`src/rtl/rom_address_display_ctrl.sv`:
```
// Seven-segment readout controller: accepts a 9-bit value, converts it to BCD by
// double dabble (one shift per clock) and continuously scans a 4-digit display.
`timescale 1ns/1ps

module rom_address_display_ctrl #(
    parameter int unsigned SCAN_DIVIDER       = 1000,
    parameter bit          LEADING_ZERO_BLANK = 1'b1
) (
    input  logic       clk,
    input  logic       reset,
    input  logic [8:0] value_in,
    input  logic       value_valid,
    output logic       value_ready,
    output logic       busy,
    output logic [7:0] sseg_indicator,
    output logic [3:0] digits
);

    // state   | meaning
    // IDLE    | waiting for a value, value_ready high
    // CONVERT | nine add-3/shift steps of double dabble
    // COMMIT  | copy BCD result into the display register
    typedef enum logic [1:0] {
        S_IDLE    = 2'd0,
        S_CONVERT = 2'd1,
        S_COMMIT  = 2'd2
    } state_t;

    localparam int unsigned PW = $clog2(SCAN_DIVIDER);
    localparam logic [PW-1:0] PRESC_TC = PW'(SCAN_DIVIDER - 1);

    state_t      state_q, state_d;
    logic [8:0]  bin_q, bin_d;
    logic [11:0] bcd_q, bcd_d;
    logic [3:0]  cnt_q, cnt_d;
    logic [11:0] disp_q, disp_d;
    logic [11:0] adj;

    logic [PW-1:0] presc_q;
    logic [1:0]    scan_idx_q;
    logic          scan_on_q;
    logic [1:0]    scan_nxt;
    logic [7:0]    seg_nxt;
    logic [7:0]    sseg_q;
    logic [3:0]    digits_q;

    function automatic logic [11:0] dabble_adj(input logic [11:0] b);
        logic [11:0] r;
        r = b;
        for (int i = 0; i < 3; i++) begin
            if (b[i*4 +: 4] >= 4'd5)
                r[i*4 +: 4] = b[i*4 +: 4] + 4'd3;
        end
        return r;
    endfunction

    function automatic logic [6:0] seg7(input logic [3:0] n);
        case (n)
            4'd0:    seg7 = 7'b1111110;
            4'd1:    seg7 = 7'b0110000;
            4'd2:    seg7 = 7'b1101101;
            4'd3:    seg7 = 7'b1111001;
            4'd4:    seg7 = 7'b0110011;
            4'd5:    seg7 = 7'b1011011;
            4'd6:    seg7 = 7'b1011111;
            4'd7:    seg7 = 7'b1110000;
            4'd8:    seg7 = 7'b1111111;
            4'd9:    seg7 = 7'b1111011;
            default: seg7 = 7'b0000000;
        endcase
    endfunction

    always_comb begin
        state_d = state_q;
        bin_d   = bin_q;
        bcd_d   = bcd_q;
        cnt_d   = cnt_q;
        disp_d  = disp_q;
        adj     = 12'h000;
        case (state_q)
            S_IDLE: begin
                if (value_valid) begin
                    bin_d   = value_in;
                    bcd_d   = 12'h000;
                    cnt_d   = 4'd9;
                    state_d = S_CONVERT;
                end
            end
            S_CONVERT: begin
                adj            = dabble_adj(bcd_q);
                {bcd_d, bin_d} = {adj[10:0], bin_q, 1'b0};
                cnt_d          = cnt_q - 4'd1;
                if (cnt_q == 4'd1)
                    state_d = S_COMMIT;
            end
            S_COMMIT: begin
                disp_d  = bcd_q;
                state_d = S_IDLE;
            end
            default: state_d = S_IDLE;
        endcase
    end

    always_ff @(posedge clk) begin
        if (reset) begin
            state_q <= S_IDLE;
            bin_q   <= 9'd0;
            bcd_q   <= 12'h000;
            cnt_q   <= 4'd0;
            disp_q  <= 12'h000;
        end else begin
            state_q <= state_d;
            bin_q   <= bin_d;
            bcd_q   <= bcd_d;
            cnt_q   <= cnt_d;
            disp_q  <= disp_d;
        end
    end

    assign value_ready = (state_q == S_IDLE);
    assign busy        = ~value_ready;

    // The first terminal count after reset strobes index 0; later ones advance.
    assign scan_nxt = scan_on_q ? scan_idx_q + 2'd1 : 2'd0;

    always_comb begin
        seg_nxt = 8'h00;
        case (scan_nxt)
            2'd0: seg_nxt = {seg7(disp_q[3:0]), 1'b0};
            2'd1: begin
                if (!(LEADING_ZERO_BLANK && disp_q[11:8] == 4'd0 && disp_q[7:4] == 4'd0))
                    seg_nxt = {seg7(disp_q[7:4]), 1'b0};
            end
            2'd2: begin
                if (!(LEADING_ZERO_BLANK && disp_q[11:8] == 4'd0))
                    seg_nxt = {seg7(disp_q[11:8]), 1'b0};
            end
            default: seg_nxt = 8'h00;
        endcase
    end

    always_ff @(posedge clk) begin
        if (reset) begin
            presc_q    <= '0;
            scan_idx_q <= 2'd0;
            scan_on_q  <= 1'b0;
            sseg_q     <= 8'h00;
            digits_q   <= 4'b0000;
        end else if (presc_q == PRESC_TC) begin
            presc_q    <= '0;
            scan_idx_q <= scan_nxt;
            scan_on_q  <= 1'b1;
            sseg_q     <= seg_nxt;
            digits_q   <= 4'b0001 << scan_nxt;
        end else begin
            presc_q <= presc_q + 1'b1;
        end
    end

    assign sseg_indicator = sseg_q;
    assign digits         = digits_q;

endmodule
```
`config.mk`:
```
export PLATFORM = sky130hd
export DESIGN_NAME = rom_address_display_ctrl
export DESIGN_NICKNAME = d
export VERILOG_FILES = /design/src/rtl/rom_address_display_ctrl.sv
export SDC_FILE = /design/constraint.sdc
export NUM_CORES = 1
export LEC_CHECK = 0
export ABC_CLOCK_PERIOD_IN_PS = 1500
export BUFFER_PORTS_ARGS = -buffer_cell sky130_fd_sc_hd__buf_4
export CAP_MARGIN = 10
export CORE_MARGIN = 2
export CORE_UTILIZATION = 35
export DETAILED_ROUTE_END_ITERATION = 10
export HOLD_SLACK_MARGIN = 0.12
export SLEW_MARGIN = 20
export SYNTH_ARGS = -nofsm -noshare
export SYNTH_HDL_FRONTEND = slang
export SYNTH_SLANG_ARGS = --single-unit
```
`constraint.sdc`:
```
create_clock -name clk -period 1.5 [get_ports clk]
set_input_delay 0.3 -clock clk [delete_from_list [all_inputs] [get_ports clk]]
set_output_delay 0.3 -clock clk [all_outputs]
set_load 0.1 [all_outputs]
```
Word-level counts from Yosys, hierarchy flattened. Memories as Yosys holds them, arrays and structs flattened. A register that Yosys moved wholly into a read port is not among the register bits. Cells that the tools add are included.

Bits of input ports: 12. ROM bits: 336. Bits in registers: 64. Memories kept: 3. Output and inout port bits: 14.

Shifts and indexed selects: 1. Equal/unequal tests: 8. Mux-type cells: 22. Bitwise logic cells: 1. $lt $le $gt $ge: 3. Reduce and logical (&&, ||, !) cells: 9. $add $sub $neg: 6.

Memories: (name not given) (words 16, bits a word 7, read ports 1, clocked after memory_dff 1, wr ports 0, RTL line 58) `case (n)`; (name not given) (words 16, bits a word 7, read ports 1, clocked after memory_dff 1, wr ports 0, RTL line 58); (name not given) (words 16, bits a word 7, read ports 1, clocked after memory_dff 1, wr ports 0, RTL line 58).

Operator list (count): 4-bit two-way mux (9); 12-bit case mux with 2 select lines (1); 8-bit case mux with 3 select lines (1); 9-bit case mux with 2 select lines (1); 8-bit two-way mux (2); 4-bit by 3-bit greater-or-equal comparator with 1-bit output, second input constant (3); 12-bit two-way mux (1); 10-bit by 1-bit adder with 10-bit output, second input constant (1); 10-bit == test, second input constant (1); 9-bit two-way mux (1); 4-bit by 2-bit adder with 4-bit output, second input constant (2); 4-bit zero test (2); 4-bit case mux with 2 select lines (1); 2-bit two-way mux (3); 2-bit by 1-bit == test with 1-bit output, second input constant (2); 2-bit == test, second input constant (2); 4-bit by 1-bit == test with 1-bit output, second input constant (1); 2-bit zero test (2); 2-bit inequality test, second input constant (2); 2-bit case mux with 2 select lines (1); 2-bit AND reduction (2); 1-bit by 2-bit << shifter with 4-bit output, first input constant (1); 4-bit by 1-bit subtractor with 4-bit output, second input constant (1); 3-bit by 2-bit adder with 3-bit output, second input constant (1); 6 further kinds (6).

Longest topological paths before layout.
Depth after elaboration: 4. Gate-level depth with buffers: 7. Depth with buffers taken out: 6.

Worst setup path before layout. OpenSTA, ideal clock, no wires.

Path type: reg-to-output. Start: reg state_q[1]. End: out value_ready. Stages on the path, launching flop included: 5. Slack: -0.679 ns. Data arrival time: 1.879 ns. Path buffers: 2. Cells stage by stage: dfxtp_1 -> buf_2 -> buf_2 -> or2_2 -> inv_1.

Word-level cells in the longest chain between the ends: 1.

Ends and longest elaborated chain: start: declaration (RTL line 32) `state_t state_q, state_d;`; start signal: assignment (RTL line 112) `state_q <= state_d;`; 2-bit zero test (RTL line 120) `assign value_ready = (state_q == S_IDLE);`; end: declaration (RTL line 13) `output logic value_ready,`.

Every way passes these cells.

Final worst setup path.
Start: reg state_q[0]. End: out value_ready.

The elaborated chain is that of the path after synthesis.

==> metrics.txt <==
# port buffers 24; Seq pwr share 0.459; Mapped Nets 482; post-synthesis register bit count 84; fin. max-slew vios 0; Nets 577; Max Root-Sink Buffers 2; detailed-route vias per instance 5.18; Final Setup Violations 25; post-detailed-route count of antenna-violating nets 0; Area Overhead vs Synth 44.0%; hold buffer count at CTS 0; CP Class flop to primary output; initial core utilization 0.362; Reg2Reg Setup Slack -190 ps; Post-synth ARST share 0; number of CTS-inserted buffers 9; worst hold path type input port to flop; CP required 1200 ps; Final min period between 1500 and 2000 ps; met2 GRT Util 0.276; GRT busiest layer met2; slowest cell delay on critical path about 400 ps; die footprint 0.0128 mm2; Worst slew margin 0.599; failing checks DRC, setup timing; GR Overflow Total 0; VDD IR max between 0.0004 and 0.0005 V; Setup Skew approximately 7.7 ps; status finished with violations; Crit path buffers/inverters 3; Reg area 0.00171 mm2; pin count of the biggest net entering global routing 18; Slowest cell on crit path dfxtp_4; share of cells above drive strength 1 0.444; FMAX 582 MHz; Synth Area per Inst ~9.4 um2; # DRC 4; drt pass-1 iters 7; clk_lat worst skew roughly 340 ps; Initial DRC Count between 200 and 250; root buf cell clkbuf_16; Final Hold Fails 0; core area 0.0115 mm2; yosys warns 0; wire length per cell roughly 15 um; Post-Syn Area between 0.004 and 0.005 mm2; GR Layer Usage met1 0.200; footprint of the multi-input gates 0.00276 mm2; Synth Instances approximately 440; Gate power share 0.103; NetSw 0.00131 W; Post-synth EDFFs 0; Ports 26; CP top delay family buffers and inverters; number of global-route vias before repair approximately 3.6k; GRT Overall Usage 0.162; CP Max Fanout 12; leading area contributor after synthesis dfxtp_1; first-pass GRT wire length ~17 mm; area share of the largest cell type after synthesis 0.403; CP cell instances buf_12, or2_4, clkinvlp_4, buf_12; RePlAce Congestion approximately 0.80; P_int between 0.003 and 0.004 W; Switching Share 0.258; register clock-pin slew on the reported worst setup and hold paths roughly 70 ps; CP most frequent cell buf_12; PD cells about 840 mW/mm2; worst setup margin -218 ps; Final TNS setup -3130 ps; Worst setup SP type flop; via count about 3.6k; fin util 0.522; CTS sink count 84; Synth Flop Type dfxtp_1; Worst Setup End Kind primary output; RSZ-0062 raised after global routing true; Ant. Diodes 0; Synth cell types between 50 and 60; Rows 39; met3 GRT Util 0.0300; final wirelength between 10 and 15 mm; Die Wd 113 um; Arrival @ worst endpoint 1420 ps; final worst-path cycle share 1.15; Die Ht 113 um; worst slew pin tran around 600 ps; LEAKAGE around 2.4 nW; CTS tree yes; # fillers roughly 980; hpwl dp 6.67 mm; Area contributors post-synth dfxtp_1 40%, ha_1 8.1%, nor2_1 3.7%; power share of the clock group 0.438; Seq/Total Area, Yosys 0.403; H-tree depth 3; Max Cap Viol 0; initial antenna violation count 0
-- synth_stat cells, drive strengths merged, types with 3 or more instances --
master and instances:
nand2 19, o31ai 7, nor4bb 7, a31o 6
a22o 7, dfxtp 84, buf 14, a221oi 8
nor2 44, a21oi 20, xnor2 9, o21ai 9
inv 31, ha 27, o22ai 17, nand2b 10
nor2b 7, nor3 6, xor2 7, nand3 18
mux2i 15, a2bb2oi 3, mux2 7, o221a 5
nor4 4, a22oi 5, clkbuf 9, o2bb2ai 7
a31oi 7
-- final timing paths --
| check | startpoint | to | depth (start not counted) |
|---|---|---|---|
| hold / removal | reset | bcd_q[4] | 2 |
| setup / recovery | state_q[0] | value_ready | 4 |
| setup reg to reg | state_q[0] | flop | 7 |
| hold reg to reg | sseg_indicator[6] | sseg_indicator[6] | 1 |
-- stage by stage --
step	instance area (um2)	total power, W	std cells	hold WS, ps	worst slack, ps
final	6010	0.00508	686	302	-218
after global routing	6010	0.00526	686	315	-269
after CTS	5590	0.00507	679	284	-199
after detailed placement	4980	0.00279	651	455	-277
after global placement	4980	0.00278	651	447	-228
after floorplan	4250	0.00266	443	426	-237
-- cell usage in the layout, fill, tap and decap left out, types with 4 or more instances in the layout --
cell type	count
o221a_2	5
buf_6	13
ha_2	5
buf_12	5
clkbuf_16	10
a221oi_2	7
buf_4	86
o21ai_0	8
dfxtp_2	15
nand3_1	15
o22ai_2	4
nand2_1	16
nor2_1	39
a31oi_4	6
inv_1	24
a21oi_1	15
inv_2	4
mux2_2	4
nand2b_1	6
xor2_1	7
ha_1	17
xnor2_1	8
nor2b_1	7
o22ai_1	13
a22o_1	7
o31ai_1	5
ha_4	5
dfxtp_1	66
mux2i_1	13
o2bb2ai_1	6
nor3_1	6
-- routing by layer --
| layer | up-vias | wire length (um) | part of all wire |
|---|---|---|---|
| met5 | - | 0 | 0 |
| met1 | 1719 | 4770 | 0.46 |
| li1 | 1784 | - | - |
| met2 | 34 | 5190 | 0.50 |
| met4 | 0 | 221 | 0.021 |
| met3 | 18 | 177 | 0.017 |
-- logic make-up (layout without fill, tap and decap cells) --
family | count (synthesis) | count (layout) | synth area share
simple gates | 133 | 134 | 0.174
compound gates | 106 | 106 | 0.198
flops | 84 | 84 | 0.403
buf+inv | 54 | 153 | 0.0555
fa+ha+maj | 27 | 27 | 0.0809
mux | 22 | 22 | 0.0549
xor+xnor | 16 | 16 | 0.0336
other cells | 1 | 1 | 0.000898
-- power by group through the flow --
stage | clock (W) | combinational, W | sequential, W
after floorplan | 0 | 0.000304 | 0.00236
after global placement | 0 | 0.000404 | 0.00237
after detailed placement | 0 | 0.000413 | 0.00237
after CTS | 0.00225 | 0.000487 | 0.00233
after global routing | 0.00236 | 0.000568 | 0.00233
final | 0.00222 | 0.000525 | 0.00233
-- layout make-up --
class / instances / share of cell area
multi-input combinational: 306 / 0.458
sequential: 84 / 0.285
inverter: 31 / 0.0208
timing repair buffer: 106 / 0.156
clock buffer: 10 / 0.0416
clock inverter: 6 / 0.00833
tap: 143 / 0.0298
-- what timing repair did --
item                       in CTS  in global routing
gates cloned                    1                  1
buffers inserted               11                  7
setup endpoints to repair      44                 54
resized for setup              48                 84
pin swaps                      13                 18
No activity file was read; power rests on OpenSTA's default activity.
